File: config.mk
export PLATFORM = sky130hd
export DESIGN_NAME = alu_stream
export DESIGN_NICKNAME = d
export VERILOG_FILES = /design/src/rtl/alu_stream_pkg.sv /design/src/rtl/alu_mul_seq.sv /design/src/rtl/alu_stream.sv
export SDC_FILE = /design/constraint.sdc
export NUM_CORES = 1
export LEC_CHECK = 0
export CORE_AREA = 2 2 112 114
export CTS_CLUSTER_DIAMETER = 120
export CTS_CLUSTER_SIZE = 25
export DETAILED_ROUTE_END_ITERATION = 10
export DIE_AREA = 0 0 114 116
export SETUP_SLACK_MARGIN = 0.2
export SYNTH_ARGS = -nofsm -noshare
export SYNTH_HDL_FRONTEND = slang
export SYNTH_SLANG_ARGS = --single-unit
export TNS_END_PERCENT = 5
File: constraint.sdc
create_clock -name clk -period 8.71 [get_ports clk]
set_input_delay 1.742 -clock clk [delete_from_list [all_inputs] [get_ports clk]]
set_output_delay 1.742 -clock clk [all_outputs]
set_load 0.02 [all_outputs]
File: src/rtl/alu_stream_pkg.sv
// Shared types for the streaming ALU: operation codes, control states and result flags.
package alu_stream_pkg;

  typedef enum logic [2:0] {
    OP_ADD = 3'd0,
    OP_SUB = 3'd1,
    OP_AND = 3'd2,
    OP_OR  = 3'd3,
    OP_XOR = 3'd4,
    OP_SHL = 3'd5,
    OP_SHR = 3'd6,
    OP_MUL = 3'd7
  } op_e;

  typedef enum logic [1:0] {
    ST_IDLE,
    ST_MUL,
    ST_WB
  } state_e;

  typedef struct packed {
    logic zero;
    logic carry;
    logic overflow;
    logic negative;
  } flags_t;

endpackage

File: src/rtl/alu_mul_seq.sv
// Iterative shift-add multiplier: one partial product per cycle, WIDTH cycles after start.
module alu_mul_seq #(
  parameter int unsigned WIDTH = 8
) (
  input  logic               clk,
  input  logic               rst,
  input  logic               start,
  input  logic [WIDTH-1:0]   a,
  input  logic [WIDTH-1:0]   b,
  output logic               done,
  output logic [2*WIDTH-1:0] product
);

  localparam int unsigned CW = $clog2(WIDTH + 1);

  logic [2*WIDTH-1:0] mcand_q;
  logic [2*WIDTH-1:0] acc_q;
  logic [WIDTH-1:0]   mplier_q;
  logic [CW-1:0]      cnt_q;

  // Multiplicand shifts left and multiplier right, so bit i of b meets a<<i on iteration i.
  always_ff @(posedge clk) begin
    if (rst) begin
      mcand_q  <= '0;
      mplier_q <= '0;
      acc_q    <= '0;
      cnt_q    <= '0;
    end else if (start) begin
      mcand_q  <= {{WIDTH{1'b0}}, a};
      mplier_q <= b;
      acc_q    <= '0;
      cnt_q    <= CW'(WIDTH);
    end else if (cnt_q != '0) begin
      if (mplier_q[0]) begin
        acc_q <= acc_q + mcand_q;
      end
      mcand_q  <= mcand_q << 1;
      mplier_q <= mplier_q >> 1;
      cnt_q    <= cnt_q - 1'b1;
    end
  end

  // High while the final iteration is being performed on the coming edge.
  assign done    = (cnt_q == CW'(1));
  assign product = acc_q;

endmodule

File: src/rtl/alu_stream.sv
// Handshaked WIDTH-bit ALU with registered result/flags and a sequential multiply path.
module alu_stream
  import alu_stream_pkg::*;
#(
  parameter int unsigned WIDTH = 8
) (
  input  logic             clk,
  input  logic             rst,
  input  logic             in_valid,
  output logic             in_ready,
  input  logic [WIDTH-1:0] a,
  input  logic [WIDTH-1:0] b,
  input  logic [2:0]       op,
  output logic             out_valid,
  input  logic             out_ready,
  output logic [WIDTH-1:0] result,
  output logic             zero,
  output logic             carry,
  output logic             overflow,
  output logic             negative,
  output logic             busy
);

  localparam int unsigned SHW = $clog2(WIDTH);

  state_e             state_q, state_d;
  logic               accept, out_free;
  logic               mul_start, mul_done, alu_write, wb_write, res_write;
  logic [2*WIDTH-1:0] product;
  logic [SHW-1:0]     sh;
  logic [WIDTH:0]     alu_wide;
  logic [WIDTH-1:0]   alu_res, res_d, result_q;
  flags_t             alu_flags, flags_d, flags_q;
  logic               out_valid_q, out_valid_d;

  alu_mul_seq #(.WIDTH(WIDTH)) u_mul (
    .clk     (clk),
    .rst     (rst),
    .start   (mul_start),
    .a       (a),
    .b       (b),
    .done    (mul_done),
    .product (product)
  );

  assign out_free = !out_valid_q || out_ready;
  assign accept   = in_valid && in_ready;

  always_ff @(posedge clk) begin
    if (rst) begin
      state_q <= ST_IDLE;
    end else begin
      state_q <= state_d;
    end
  end

  always_comb begin
    state_d = state_q;
    unique case (state_q)
      ST_IDLE: if (accept && (op_e'(op) == OP_MUL)) state_d = ST_MUL;
      ST_MUL:  if (mul_done) state_d = ST_WB;
      ST_WB:   if (out_free) state_d = ST_IDLE;
      default: state_d = ST_IDLE;
    endcase
  end

  always_comb begin
    in_ready  = !rst && (state_q == ST_IDLE) && out_free;
    busy      = (state_q != ST_IDLE);
    mul_start = accept && (op_e'(op) == OP_MUL);
    alu_write = accept && (op_e'(op) != OP_MUL);
    wb_write  = (state_q == ST_WB) && out_free;
  end

  // Shifts run one bit wider so the last bit shifted out lands in alu_wide's spare bit.
  always_comb begin
    alu_res   = '0;
    alu_flags = '0;
    alu_wide  = '0;
    sh        = b[SHW-1:0];
    unique case (op_e'(op))
      OP_ADD: begin
        alu_wide           = {1'b0, a} + {1'b0, b};
        alu_res            = alu_wide[WIDTH-1:0];
        alu_flags.carry    = alu_wide[WIDTH];
        alu_flags.overflow = (a[WIDTH-1] == b[WIDTH-1]) && (alu_res[WIDTH-1] != a[WIDTH-1]);
      end
      OP_SUB: begin
        alu_res            = a - b;
        alu_flags.carry    = (a < b);
        alu_flags.overflow = (a[WIDTH-1] != b[WIDTH-1]) && (alu_res[WIDTH-1] != a[WIDTH-1]);
      end
      OP_AND: alu_res = a & b;
      OP_OR:  alu_res = a | b;
      OP_XOR: alu_res = a ^ b;
      OP_SHL: begin
        alu_wide        = {1'b0, a} << sh;
        alu_res         = alu_wide[WIDTH-1:0];
        alu_flags.carry = alu_wide[WIDTH];
      end
      OP_SHR: begin
        alu_wide        = {a, 1'b0} >> sh;
        alu_res         = alu_wide[WIDTH:1];
        alu_flags.carry = alu_wide[0];
      end
      default: ;
    endcase
    alu_flags.zero     = (alu_res == '0);
    alu_flags.negative = alu_res[WIDTH-1];
  end

  always_comb begin
    if (state_q == ST_WB) begin
      res_d            = product[WIDTH-1:0];
      flags_d.zero     = (product[WIDTH-1:0] == '0);
      flags_d.carry    = |product[2*WIDTH-1:WIDTH];
      flags_d.overflow = 1'b0;
      flags_d.negative = product[WIDTH-1];
    end else begin
      res_d   = alu_res;
      flags_d = alu_flags;
    end
    res_write   = alu_write || wb_write;
    out_valid_d = res_write ? 1'b1 : (out_ready ? 1'b0 : out_valid_q);
  end

  always_ff @(posedge clk) begin
    if (rst) begin
      out_valid_q <= 1'b0;
      result_q    <= '0;
      flags_q     <= '0;
    end else begin
      out_valid_q <= out_valid_d;
      if (res_write) begin
        result_q <= res_d;
        flags_q  <= flags_d;
      end
    end
  end

  assign out_valid = out_valid_q;
  assign result    = result_q;
  assign zero      = flags_q.zero;
  assign carry     = flags_q.carry;
  assign overflow  = flags_q.overflow;
  assign negative  = flags_q.negative;

endmodule

# [Word level (Yosys, flattened, before mapping)]
# Cells that the tools add are included.
[word_totals] reg_bits=59 out_inout_bits=15 wordCells=82 in_bits=23
[op_classes] bitwise_logic=3 muxes=17 eq_ne=18 n_lt_le_gt_ge=1 n_addsub=4 shifts=2 reduce_logical=24
[op_table] cell="8-bit case mux with 7 select lines" count=1
[op_table] cell="8-bit two-way mux" count=5
[op_table] cell="16-bit adder" count=1
[op_table] cell="8-bit zero test" count=2
[op_table] cell="3-bit equality test (second input constant)" count=4
[op_table] cell="4-bit two-way mux" count=3
[op_table] cell="8-bit by 8-bit adder with 9-bit output" count=1
[op_table] cell="8-bit by 3-bit << shifter with 9-bit output" count=1
[op_table] cell="9-bit by 3-bit right shift with 9-bit output" count=1
[op_table] cell="8-bit AND" count=1
[op_table] cell="1-bit logical AND" count=8
[op_table] cell="8-bit < comparator" count=1
[op_table] cell="8-bit OR" count=1
[op_table] cell="8-bit OR reduction" count=1
[op_table] cell="8-bit subtractor" count=1
[op_table] cell="8-bit XOR" count=1
[op_table] cell="3-bit by 2-bit equality test with 1-bit output (second input constant)" count=2
[op_table] cell="2-bit two-way mux" count=3
[op_table] cell="2-bit != test (second input constant)" count=3
[op_table] cell="2-bit case mux with 3 select lines" count=1
[op_table] cell="2-bit nonzero test" count=3
[op_table] cell="4-bit by 1-bit equality test with 1-bit output (second input constant)" count=1
[op_table] cell="1-bit case mux with 4 select lines" count=1
[op_table] cell="4-bit nonzero test" count=1
[op_table] cell="other kinds (16)" count=21

# [Longest topological paths before layout]
[logic_depth] ltp_word=7 ltp_mapped=12 ltp_nobuf=11

# [Hierarchy]
# Synthesis repeated with hierarchy kept, for this count alone.
[hier_totals] cells_unflattened=652 area_unflattened_um2=5032.3
[by_module_without_submodules] mod="alu_stream" instances=1 area_each_um2=2636.3 cells_each=334 seq_area_each_um2=280.3
[by_module_without_submodules] mod="alu_mul_seq" instances=1 area_each_um2=2396.0 cells_each=318 seq_area_each_um2=880.8

# [Least setup slack after synthesis]
# No wires, ideal clock.
[synth_timing] path_kind="input-to-output" from="input rst" to="output in_ready" t_arrival_ps=2469 n_path_buf=1 cell_stages=2 slack_ps=4499 required_ps=6968 path_cell_list="buf_4 nor3_1"
[synth_between] elab_chain_cells=3
[synth_rtl] item="start: declaration" line="alu_stream.sv:8" rtl="input logic rst,"
[synth_rtl] item="1-bit zero test" line="alu_stream.sv:68" rtl="in_ready = !rst && (state_q == ST_IDLE) && out_free;"
[synth_rtl] item="1-bit logical AND (2 in a row)" line="alu_stream.sv:68"
[synth_rtl] item="end: declaration" line="alu_stream.sv:10" rtl="output logic in_ready,"
# No other way between the ends.

# [Final worst setup path]
[layout_timing] from="input b[0]" to="register flags_q, in the netlist zero"
[layout_between] elab_chain_cells=4 elab_cells_between_ends=10 cone_classes="2 x add/sub; 2 x shift; 2 x mux; 3 x bitwise; 1 x reduce/logical"
[layout_rtl] item="start: declaration" line="alu_stream.sv:12" rtl="input logic [WIDTH-1:0] b,"
[layout_rtl] item="8-bit subtractor, or another cell as far along" line="alu_stream.sv:89" rtl="alu_res = a - b;"
[layout_rtl] item="8-bit case mux with 7 select lines (*)" line="alu_stream.sv:81" rtl="unique case (op_e'(op))"
[layout_rtl] item="8-bit zero test (*)" line="alu_stream.sv:108" rtl="alu_flags.zero = (alu_res == '0);"
[layout_rtl] item="4-bit two-way mux (*)" line="alu_stream.sv:113" rtl="if (state_q == ST_WB) begin"
[layout_rtl] item="end signal: assignment" line="alu_stream.sv:136" rtl="flags_q <= flags_d;"
[layout_rtl] item="end: declaration" line="alu_stream.sv:33" rtl="flags_t alu_flags, flags_d, flags_q;"
# Mark *: on every way between the ends. The rest lies on a longest branch, timed or not.
# A chain may end at the register's enable or synchronous reset.

==> reports/results.ini <==
[status]
status = finished, final reports clean

[critical_path]
path_max_fanout = 22
r2r_setup_slack_ns = 5.64
critPathCaptureType = flip-flop
critPathKind = primary input to flip-flop
reg2regPathDepth = 9
startpoint_type = primary input
critPathRequiredTime_ns = 8.95
arrival_ns = 5.42
reg2reg_from = u_mul.mcand_q[1]
r2r-end = u_mul.product[15]

[clock_network]
cts_made_buffers = 9
htree_levels = 3
hold_buffers = 0
cts_root_buffer = clkbuf_16
cts_tree = yes
cts.repair.resized = 0
clk_latency_ns = 0.33
clock_sinks = 58
clk_pin_slew_ns = 0.05
cts_setup_buffers = 0
clock_path_buffers = 2

[grt]
grtUsageMet2_pct = 35.8
grt_overflow = 0
grt_max_degree = 35
antenna_found_initial = 0
met3_usage_pct = 5.07
grt_pass1_vias = 4527
grt_util_met1_pct = 30.0
grt_pass1_wl_um = 23500
grt.busiest_layer = met2
track_usage_pct = 22.7

[pwr]
swShare_pct = 34.0
p_comb_share_pct = 28.5
seqPwrFrac_pct = 31.5
finalPower_uw = 922
power_density_nw_per_um2 = 169
power.leakage_nw = 2.11
power.share.clock_pct = 40.0
p_int_uw = 608
ir_drop_mv = 0.111
p_sw_uw = 314

[routing]
drc_errors = 0
drtAntennaViolNets = 0
wl_um = 14600
viasPerCell = 5.90
wl_per_cell_um = 18.4
via_count = 4664
firstDrtPassIters = 5
dr.first_iter.drc_count = 331

[timing]
grt_setup_unrepaired = false
final.setup.tns_ns = 0
tightestPinTransition_ns = 1.08
slew-limit-headroom_pct = 28.3
period_minus_slack_ns = 5.18
setup-violations-final = 0
final-hold-violation-count = 0
clock_skew_ns = 0.00729
fin_crit_sh_pct = 59.4
slew_viol_final = 0
fmax_mhz = 193

[floorplanning]
die-area_um2 = 13200
start_util_pct = 39.9
die_y_um = 116
coreArea_um2 = 11900
row_count = 40
dieWidth_um = 114
design.portCount = 38

[layout]
nNetsFinal = 706
syn_to_final_growth_pct = 14.8
antenna_cells = 0
layout_common_cells = 93 x nand2_1, 63 x nor2_1, 63 x a21oi_1, 58 x dfxtp_1, 42 x ha_1
fill_cells = 1219
final_cell_area_um2 = 5450
drive_above_1_share_pct = 5.91
layout_commonest_cell = nand2_1

[min_path]
hold_depth = 2
min_delay_worst_endpoint = result[0]
hold_start = result[0]
worstHoldPathType = flip-flop to flip-flop

[synth]
synth_edf_count = 0
syn_inst = 624
ys_seq_area_share_pct = 24.5
ys_types = 64
synth_ff_type = dfxtp_1
async_flop_share_pct = 0
synth_warnings = 0
synth_nets = 692
ys_seq_elements = 58
synth_area_um2 = 4750
avgSynthCellArea_um2 = 7.61

[placement]
place_congestion = 0.957
dp_hpwl_um = 10400
placed_area_um2 = 5130
io_buffers = 37

[flow_run]
maxCapViolations = 0

cell usage after synthesis (3+ instances only):
| master | n | share of area, % |
|---|---|---|
| a211oi_1 | 15 | 2.4 |
| ha_1 | 42 | 11 |
| a31oi_1 | 3 | 0.40 |
| nand3_1 | 11 | 1.2 |
| fa_1 | 3 | 1.3 |
| nor4_1 | 3 | 0.40 |
| nand2_1 | 93 | 7.4 |
| or2_2 | 5 | 0.66 |
| o21ai_0 | 24 | 2.5 |
| dfxtp_1 | 58 | 24 |
| buf_4 | 5 | 0.79 |
| o21bai_1 | 5 | 0.79 |
| inv_1 | 29 | 2.3 |
| nand3b_1 | 3 | 0.47 |
| o2111ai_1 | 7 | 1.3 |
| clkbuf_1 | 25 | 2.0 |
| mux4_1 | 3 | 1.7 |
| and2_1 | 5 | 0.66 |
| xnor2_1 | 13 | 2.4 |
| a221oi_1 | 8 | 1.5 |
| a22oi_1 | 4 | 0.63 |
| xor2_1 | 4 | 0.74 |
| nor2b_1 | 9 | 1.2 |
| a211o_1 | 3 | 0.55 |
| nor2_1 | 63 | 5.0 |
| a21o_1 | 4 | 0.63 |
| mux2i_1 | 11 | 2.3 |
| or3_1 | 7 | 0.92 |
| a311oi_1 | 14 | 2.6 |
| o211ai_1 | 4 | 0.63 |
| nand2b_1 | 11 | 1.4 |
| o31ai_1 | 4 | 0.63 |
| a21oi_1 | 63 | 6.6 |
| nor3_1 | 20 | 2.1 |
| buf_2 | 3 | 0.32 |
registers in the layout (all words and copies together) (netlist names):
signal and flops:
out_valid 1, u_mul.mcand_q 16, u_mul.cnt_q 4, u_mul.mplier_q 8, carry 1, result 8, overflow 1, zero 1
u_mul.product 16, state_q 2
kinds of logic (layout without fill, tap and decap cells):
| kind of cell | count (synthesis) | after routing | share of synthesized area, % |
|---|---|---|---|
| and+or+nand+nor | 239 | 239 | 23.1 |
| xor gates and xnor gates | 17 | 17 | 3.14 |
| muxes | 16 | 16 | 4.93 |
| DFF | 58 | 58 | 24.5 |
| adders and majority gates | 45 | 45 | 12.3 |
| AOI/OAI and AO/OA | 180 | 180 | 25.4 |
| buffers and inverters | 69 | 88 | 6.69 |
metal layers:
| layer | vias up | wire length (um) |
|---|---|---|
| met4 | 0 | 439 |
| li1 | 2267 | - |
| met5 | - | 0 |
| met3 | 39 | 925 |
| met2 | 164 | 6470 |
| met1 | 2194 | 6730 |
worst max-delay path, cell delays in order:
cell and delay, ns:
clkdlybuf4s50_1 1.13, ha_1 0.39, fa_1 0.44, mux2i_1 0.19, o31ai_1 0.10, a221o_1 0.31
or4_4 0.49, nor4b_2 0.25, nand3_1 0.11, o32ai_1 0.26
layout make-up:
| cell class | count | area, um^2 | area share (%) |
|---|---|---|---|
| clock buffers | 12 | 267 | 4.89 |
| clock inverters | 4 | 48.8 | 0.895 |
| inverters | 30 | 113 | 2.07 |
| multi-input cells | 497 | 3270 | 60.0 |
| flip-flops and latches | 58 | 1160 | 21.3 |
| well taps | 147 | 184 | 3.37 |
| repair buffers | 42 | 408 | 7.48 |
metrics by stage:
stage	setup WS, ns	cells	util, %	hold slack (ns)
floorplan	4.50	624	-	0.444
global placement	3.34	774	43.1	0.442
detailed placement	3.22	774	43.1	0.455
CTS	3.56	790	45.8	0.463
global route	3.38	790	45.8	0.484
finish	3.53	790	45.8	0.456
worst max path at each step:
stage / start / end / slack, ns / cells past startpoint
6_report: b[0] / zero / 3.53 / 10
5_1_grt: b[0] / zero / 3.38 / 10
4_1_cts: b[0] / zero / 3.56 / 10
3_5_place_dp: b[0] / zero / 3.22 / 10
3_3_place_gp: b[0] / zero / 3.34 / 10
2_1_floorplan: rst / in_ready / 4.50 / 2
power groups by stage:
stage	Sequential [mW]	Clock [mW]	Combinational, mW
final	0.290	0.369	0.263
after floorplan	0.296	0	0.182
after global routing	0.292	0.389	0.290
after detailed placement	0.296	0	0.262
after global placement	0.295	0	0.259
after CTS	0.290	0.376	0.263
Note: power is estimated with default switching activity, not from simulation.
